==> src/rtl/parity_fifo.sv <==
// Synchronous FIFO that appends a parity bit to each payload word at push time.
// The head word, with its parity bit, feeds a downstream parity checker.
module parity_fifo #(
   parameter int EVEN_ODD          = 0,
   parameter int SELECT_PARITY_BIT = 0,
   parameter int DATA_WIDTH        = 8,
   parameter int DEPTH             = 8
) (
   input  logic                     clk,
   input  logic                     rst_n,
   input  logic [DATA_WIDTH-1:0]    push_data,
   input  logic                     push_valid,
   output logic                     push_grant,
   output logic [DATA_WIDTH:0]      pop_data,
   output logic                     pop_valid,
   input  logic                     pop_grant,
   output logic [$clog2(DEPTH):0]   count,
   output logic                     full,
   output logic                     empty
);

   localparam int AW = $clog2(DEPTH);

   logic [DATA_WIDTH:0] r_mem [DEPTH];
   logic [AW:0]         r_wptr;
   logic [AW:0]         r_rptr;

   logic                w_push;
   logic                w_pop;
   logic                w_parity;
   logic [DATA_WIDTH:0] w_word;

   assign w_parity = (^push_data) ^ (EVEN_ODD != 0);
   assign w_word   = (SELECT_PARITY_BIT != 0) ? {w_parity, push_data}
                                              : {push_data, w_parity};

   // The extra pointer MSB is a lap bit that separates full from empty.
   assign full       = (r_wptr[AW] != r_rptr[AW]) && (r_wptr[AW-1:0] == r_rptr[AW-1:0]);
   assign empty      = (r_wptr == r_rptr);
   assign count      = r_wptr - r_rptr;
   assign push_grant = !full;
   assign pop_valid  = !empty;
   assign pop_data   = r_mem[r_rptr[AW-1:0]];

   assign w_push = push_valid && push_grant;
   assign w_pop  = pop_valid && pop_grant;

   // NOTE: storage has no reset; entries are only observable once the pointers
   // mark them valid, so clearing them would add reset fan-out for nothing.
   always_ff @(posedge clk) begin
      if (w_push) begin
         r_mem[r_wptr[AW-1:0]] <= w_word;
      end
   end

   // NOTE: state uses non-blocking assignments so every flop samples the
   // pre-edge values, independent of statement order.
   always_ff @(posedge clk) begin
      if (!rst_n) begin
         r_wptr <= '0;
         r_rptr <= '0;
      end else begin
         if (w_push) r_wptr <= r_wptr + 1'b1;
         if (w_pop)  r_rptr <= r_rptr + 1'b1;
      end
   end

endmodule

==> config.mk <==
export PLATFORM = sky130hd
export DESIGN_NAME = parity_fifo
export DESIGN_NICKNAME = d
export VERILOG_FILES = /design/src/rtl/parity_fifo.sv
export SDC_FILE = /design/constraint.sdc
export NUM_CORES = 1
export LEC_CHECK = 0
export ABC_AREA = 1
export BUFFER_PORTS_ARGS = -buffer_cell sky130_fd_sc_hd__buf_2
export CAP_MARGIN = 30
export CORE_MARGIN = 2
export CORE_UTILIZATION = 55
export DETAILED_ROUTE_END_ITERATION = 7
export GPL_TIMING_DRIVEN = 0
export HOLD_SLACK_MARGIN = 0.02
export PLACE_DENSITY_LB_ADDON = 0.2
export SETUP_SLACK_MARGIN = 0.05
export SLEW_MARGIN = 0
export SYNTH_ARGS = -nofsm -noshare
export SYNTH_HDL_FRONTEND = slang
export SYNTH_SLANG_ARGS = --single-unit
export TNS_END_PERCENT = 50
==> constraint.sdc <==
create_clock -name clk -period 5.1 [get_ports clk]
set_input_delay 0.255 -clock clk [delete_from_list [all_inputs] [get_ports clk]]
set_output_delay 0.255 -clock clk [all_outputs]
set_load 0.02 [all_outputs]
# Word level (Yosys, flattened, before mapping)
# Memories as Yosys holds them, arrays and structs flattened. A register that Yosys moved wholly into a read port is not among the register bits.
# Index checks and enable logic that the tools add are counted.
[totals] word_cells=19 ram_bits=72 n_memories=1 input_bits=12 ff_bits=8
[mem_list] memory="r_mem" words=8 word_bits=9 read_ports=1 rd_clocked_by_memory_dff=1 write_ports=1 line_no="24" rtl="logic [DATA_WIDTH:0] r_mem [DEPTH];"
[classes] add_sub_neg=3 reduce_logical=6 n_eq_ne=3 mux=4
[op_table] operator="$add 4x1->4 const B" count=2
[op_table] operator="$reduce_xor 8->1" count=1
[op_table] operator="$mux 3" count=2
[op_table] operator="$eq 4x4->1" count=1
[op_table] operator="$sub 4x4->4" count=1
[op_table] operator="$eq 3x3->1" count=1
[op_table] operator="$logic_and 1x1->1" count=3
[op_table] operator="$logic_not 1->1" count=2
[op_table] operator="$mux 1" count=2
[op_table] operator="$ne 1x1->1" count=1

# Depth between registers and ports, before layout
[depth] depth_word=6 depth_mapped=9 ltp_nobuf=9

# Worst setup path before layout
# No wires, ideal clock.
[synth_path] path_kind="reg-to-reg" from="reg r_wptr[0]" to="mem r_mem[5][0] in the netlist's numbering, enable pin" synth_period_minus_slack_ns=2.367 required_ns=4.713 setup_time_ns=0.387 path_stages_with_launch=8 arrival_ns=1.980 path_slack_ns=2.733 cell_sequence="dfxtp_1 > inv_1 > ha_1 > inv_1 > nor2_4 > nand2_4 > nand2_8 > nor3_1"
[synth_via] elab_chain_len=6
[synth_rtl] element="from (decl)" line_no="25" rtl="logic [AW:0] r_wptr;"
[synth_rtl] element="from (signal assigned)" line_no="63" rtl="if (w_push) r_wptr <= r_wptr + 1'b1;"
[synth_rtl] element="$eq 3x3->1" line_no="38" rtl="assign full = (r_wptr[AW] != r_rptr[AW]) && (r_wptr[AW-1:0] == r_rptr[AW-1:0]);"
[synth_rtl] element="$logic_and 1x1->1" line_no="38"
[synth_rtl] element="$logic_not 1->1" line_no="41" rtl="assign push_grant = !full;"
[synth_rtl] element="via push_grant" line_no="13" rtl="output logic push_grant,"
[synth_rtl] element="$logic_and 1x1->1" line_no="45" rtl="assign w_push = push_valid && push_grant;"
[synth_rtl] element="$mux 1" line_no="51" rtl="if (w_push) begin"
[synth_rtl] element="$mux 1 (implied by the code)" line_no="52" rtl="r_mem[r_wptr[AW-1:0]] <= w_word;"
[synth_rtl] element="to (decl)" line_no="24"
# The timed path passes the listed nets, and every way through them passes these cells.

# Worst setup path in the final report
[layout_path] from="reg r_wptr[0]" to="mem r_mem[7][7] in the netlist's numbering, enable pin"
[layout_via] elab_chain_len=6
[layout_rtl] element="$eq 3x3->1" line_no="38"
[layout_rtl] element="$logic_and 1x1->1" line_no="38"
[layout_rtl] element="$logic_not 1->1" line_no="41"
[layout_rtl] element="$logic_and 1x1->1" line_no="45"
[layout_rtl] element="$mux 1" line_no="51"
[layout_rtl] element="$mux 1 (implied by the code)" line_no="52"
# Several ways; a longest one is shown, not always the timed one.

==> results.yml <==
worst_setup_path:
  slowest_stage: "nor2_1"
  reg2reg_depth: 7
  cp-end-kind: "flip-flop"
  worst_ep_arrival_time_ns: 2.31
  worst_r2r_startpoint: "r_wptr[0]"
  crit_fanout: 9
  cpPeakStageDelay_ns: 0.72
  reg2reg_to: "r_mem[7][7]"
  cp.required_ns: 5.07
  r2r_setup_slack_ns: 2.75
  worstSetupPathType: "flip-flop to flip-flop"
  path_cells: "inv_1 -> ha_1 -> inv_1 -> nor2_4 -> nand2_4 -> nand2_8 -> nor2_1"
  cp-start-kind: "flip-flop"
  crit_top_cell: "inv_1"
synthesis:
  yosysWarnings: 0
  synth.ff_latch_count: 83
  yosys.area.top_type: "edfxtp_1"
  yosysSeqAreaShare_pct: 65.1
  synth_async_sr_flop_share_pct: 0
  synthTopCellsByArea: "edfxtp_1 (59%), nor2_1 (6.7%), dfxtp_1 (6.0%)"
  netlist_area_sq_um: 3660
  syn_nets: 355
  synth_edf_count: 72
  synth.avg_cell_area_sq_um: 10.9
  ys.flop_type: "edfxtp_1"
  synth.top_cell.area_share_pct: 59.1
  syn_inst: 337
  ys_types: 27
hold_path:
  hold_class: "input pin to flip-flop"
  holdPathEnd: "r_rptr[3]"
  min_from: "pop_grant"
  holdPathStages: 3
grt:
  grt_antenna_before_repair: 0
  grt_start_max_net_pins: 15
  grt_pass1_wl_mm: 12.1
  grt_pass1_vias: 2419
  track_usage_pct: 22.4
  overflow: 0
route:
  ant_nets: 0
  totalWireLength_mm: 7.52
  drc: 0
  vias: 2517
  route.detailed.wl_per_inst_microns: 16.4
  vias_per_cell: 5.47
  drtIter0Drc: 189
  drtPass1Iterations: 4
final_layout:
  n_antenna_cell: 0
  postLayoutCellArea_sq_um: 4110
  area_growth_pct: 12.3
  drive_above_1_share_pct: 20.1
  nets: 396
  fill_cells: 518
die:
  die_y_microns: 85.6
  io_pins: 29
  core_area_sq_um: 6390
  fp-row-count: 29
  dieArea_sq_um: 7320
  initial_core_util_pct: 57.3
  die_w_microns: 85.6
cts:
  htreeDepth: 3
  root_buffer: "clkbuf_8"
  clkSlewWorstSetupHoldPaths_ns: 0.08
  clk_latency_ns: 0.35
  ctsHoldBuffers: 0
  clkSinkCount: 83
  clock_path_buffers: 2
  post_cts.resized_instances: 0
  cts_tree: "done"
  post_cts_buffers: 0
  cts_buffers: 9
timing:
  maxSlewViolCount: 0
  tns_ns: 0
  period_share_pct: 46.0
  max_freq_mhz: 426
  skew_ns: 0.00751
  holdWs_ns: 0.212
  finalSetupViolCount: 0
  hold_viol: 0
  rsz0062_at_grt: "no"
  tightest_slew_ns: 0.947
  finalCriticalPeriod_ns: 2.35
  slew_headroom_pct: 36.6
placement:
  place_area_sq_um: 3920
  place_hpwl_mm: 5.09
  io_buffers: 28
  routabilityCongestion: 0.780
pwr:
  peakVddDrop_v: 0.000254
  power_density_nw_per_um2: 391
  p_leak_nw: 1.59
  report.power.total_mw: 1.61
flow_run:
  max_cap_violations: 0
run_status:
  outcome: "finished clean"
## metrics by stage
step	worst slack (ns)	utilization (%)	instances
after CTS	2.67	64.4	460
after detailed placement	2.68	61.3	444
after global placement	2.36	61.0	442
after global routing	2.61	64.4	460
after floorplan	2.73	-	337
final	2.75	64.4	460
## flip-flops by register name (all words and copies together) (netlist names), named ones only
name / flops
r_rptr: 4
r_mem: 72
r_wptr: 4
## area by class of cell
| cell class | instances | area (sq um) | share of cell area [%] |
|---|---|---|---|
| Inverter | 17 | 68.8 | 1.67 |
| Buffer | 13 | 73.8 | 1.80 |
| Clock inverter | 5 | 53.8 | 1.31 |
| Multi-Input combinational cell | 224 | 1140 | 27.8 |
| Timing Repair Buffer | 30 | 153 | 3.71 |
| Tap cell | 77 | 96.3 | 2.34 |
| Sequential cell | 83 | 2380 | 58.0 |
| Clock buffer | 11 | 141 | 3.44 |
## synthesized netlist by cell type, types with 2 or more instances
| cell | count |
|---|---|
| edfxtp_1 | 72 |
| nor2_1 | 65 |
| nand2_1 | 50 |
| o21ai_1 | 30 |
| o21ai_0 | 29 |
| dfxtp_1 | 11 |
| inv_1 | 11 |
| buf_2 | 8 |
| nand3_1 | 8 |
| xor2_1 | 7 |
| a21oi_1 | 5 |
| ha_1 | 5 |
| xnor2_1 | 5 |
| buf_4 | 4 |
| nand2_4 | 4 |
| nor2_2 | 4 |
| inv_2 | 3 |
| nand2_2 | 3 |
| nor3_1 | 3 |
| inv_4 | 2 |
| nand4_1 | 2 |
## critical path, delay by kind of cell, from the launching register on
family / cells / cell delay (ns)
adder cells (fa/ha/maj): 1 / 0.32
buffers and inverters: 2 / 0.27
flip-flops: 1 / 0.40
AND/OR/NAND/NOR: 4 / 0.98
## report_power, final
group	internal (mW)	switching, mW
sequential	0.763	0.0125
combinational	0.119	0.249
clock	0.238	0.225
total	1.12	0.487
## cell usage in the layout (no fill, tap or decap), drive strengths merged
master / Yosys / final
nor2: 70 / 70
nand3: 8 / 8
edfxtp: 72 / 72
clkinv: 1 / 5
nor3: 3 / 3
clkbuf: 1 / 12
o21ai: 59 / 59
nand4: 2 / 2
inv: 16 / 16
xor2: 7 / 7
ha: 5 / 5
nand2: 58 / 58
bufinv: 0 / 1
buf: 12 / 42
fa: 1 / 1
a21oi: 6 / 6
dfxtp: 11 / 11
xnor2: 5 / 5
## how the worst max path moves through the flow
stage	startpoint	endpoint	cells after the start
2_1_floorplan	r_wptr[0]	r_mem[5][0]	7
3_3_place_gp	r_wptr[0]	r_mem[3][2]	7
3_5_place_dp	r_wptr[0]	r_mem[7][3]	7
4_1_cts	r_wptr[0]	r_mem[7][8]	7
5_1_grt	r_rptr[1]	r_mem[1][8]	8
6_report	r_wptr[0]	r_mem[7][7]	7
## cells by family after synthesis
group	share of synthesized area (%)
XOR/XNOR	2.87
buffers and inverters	3.90
AND/OR/NAND/NOR	16.9
adder cells (fa/ha/maj)	2.26
AO/OA/AOI/OAI	8.99
flip-flops	65.1
## routing by layer
layer / GRT usage (%) / vias up / wire (microns)
li1: - / 1231 / -
met1: 30.6 / 1201 / 3340
met2: 36.7 / 72 / 3670
met3: 3.27 / 13 / 383
met4: 8.66 / 0 / 130
met5: 0 / - / 0
Power figures use the tool's default switching activity.
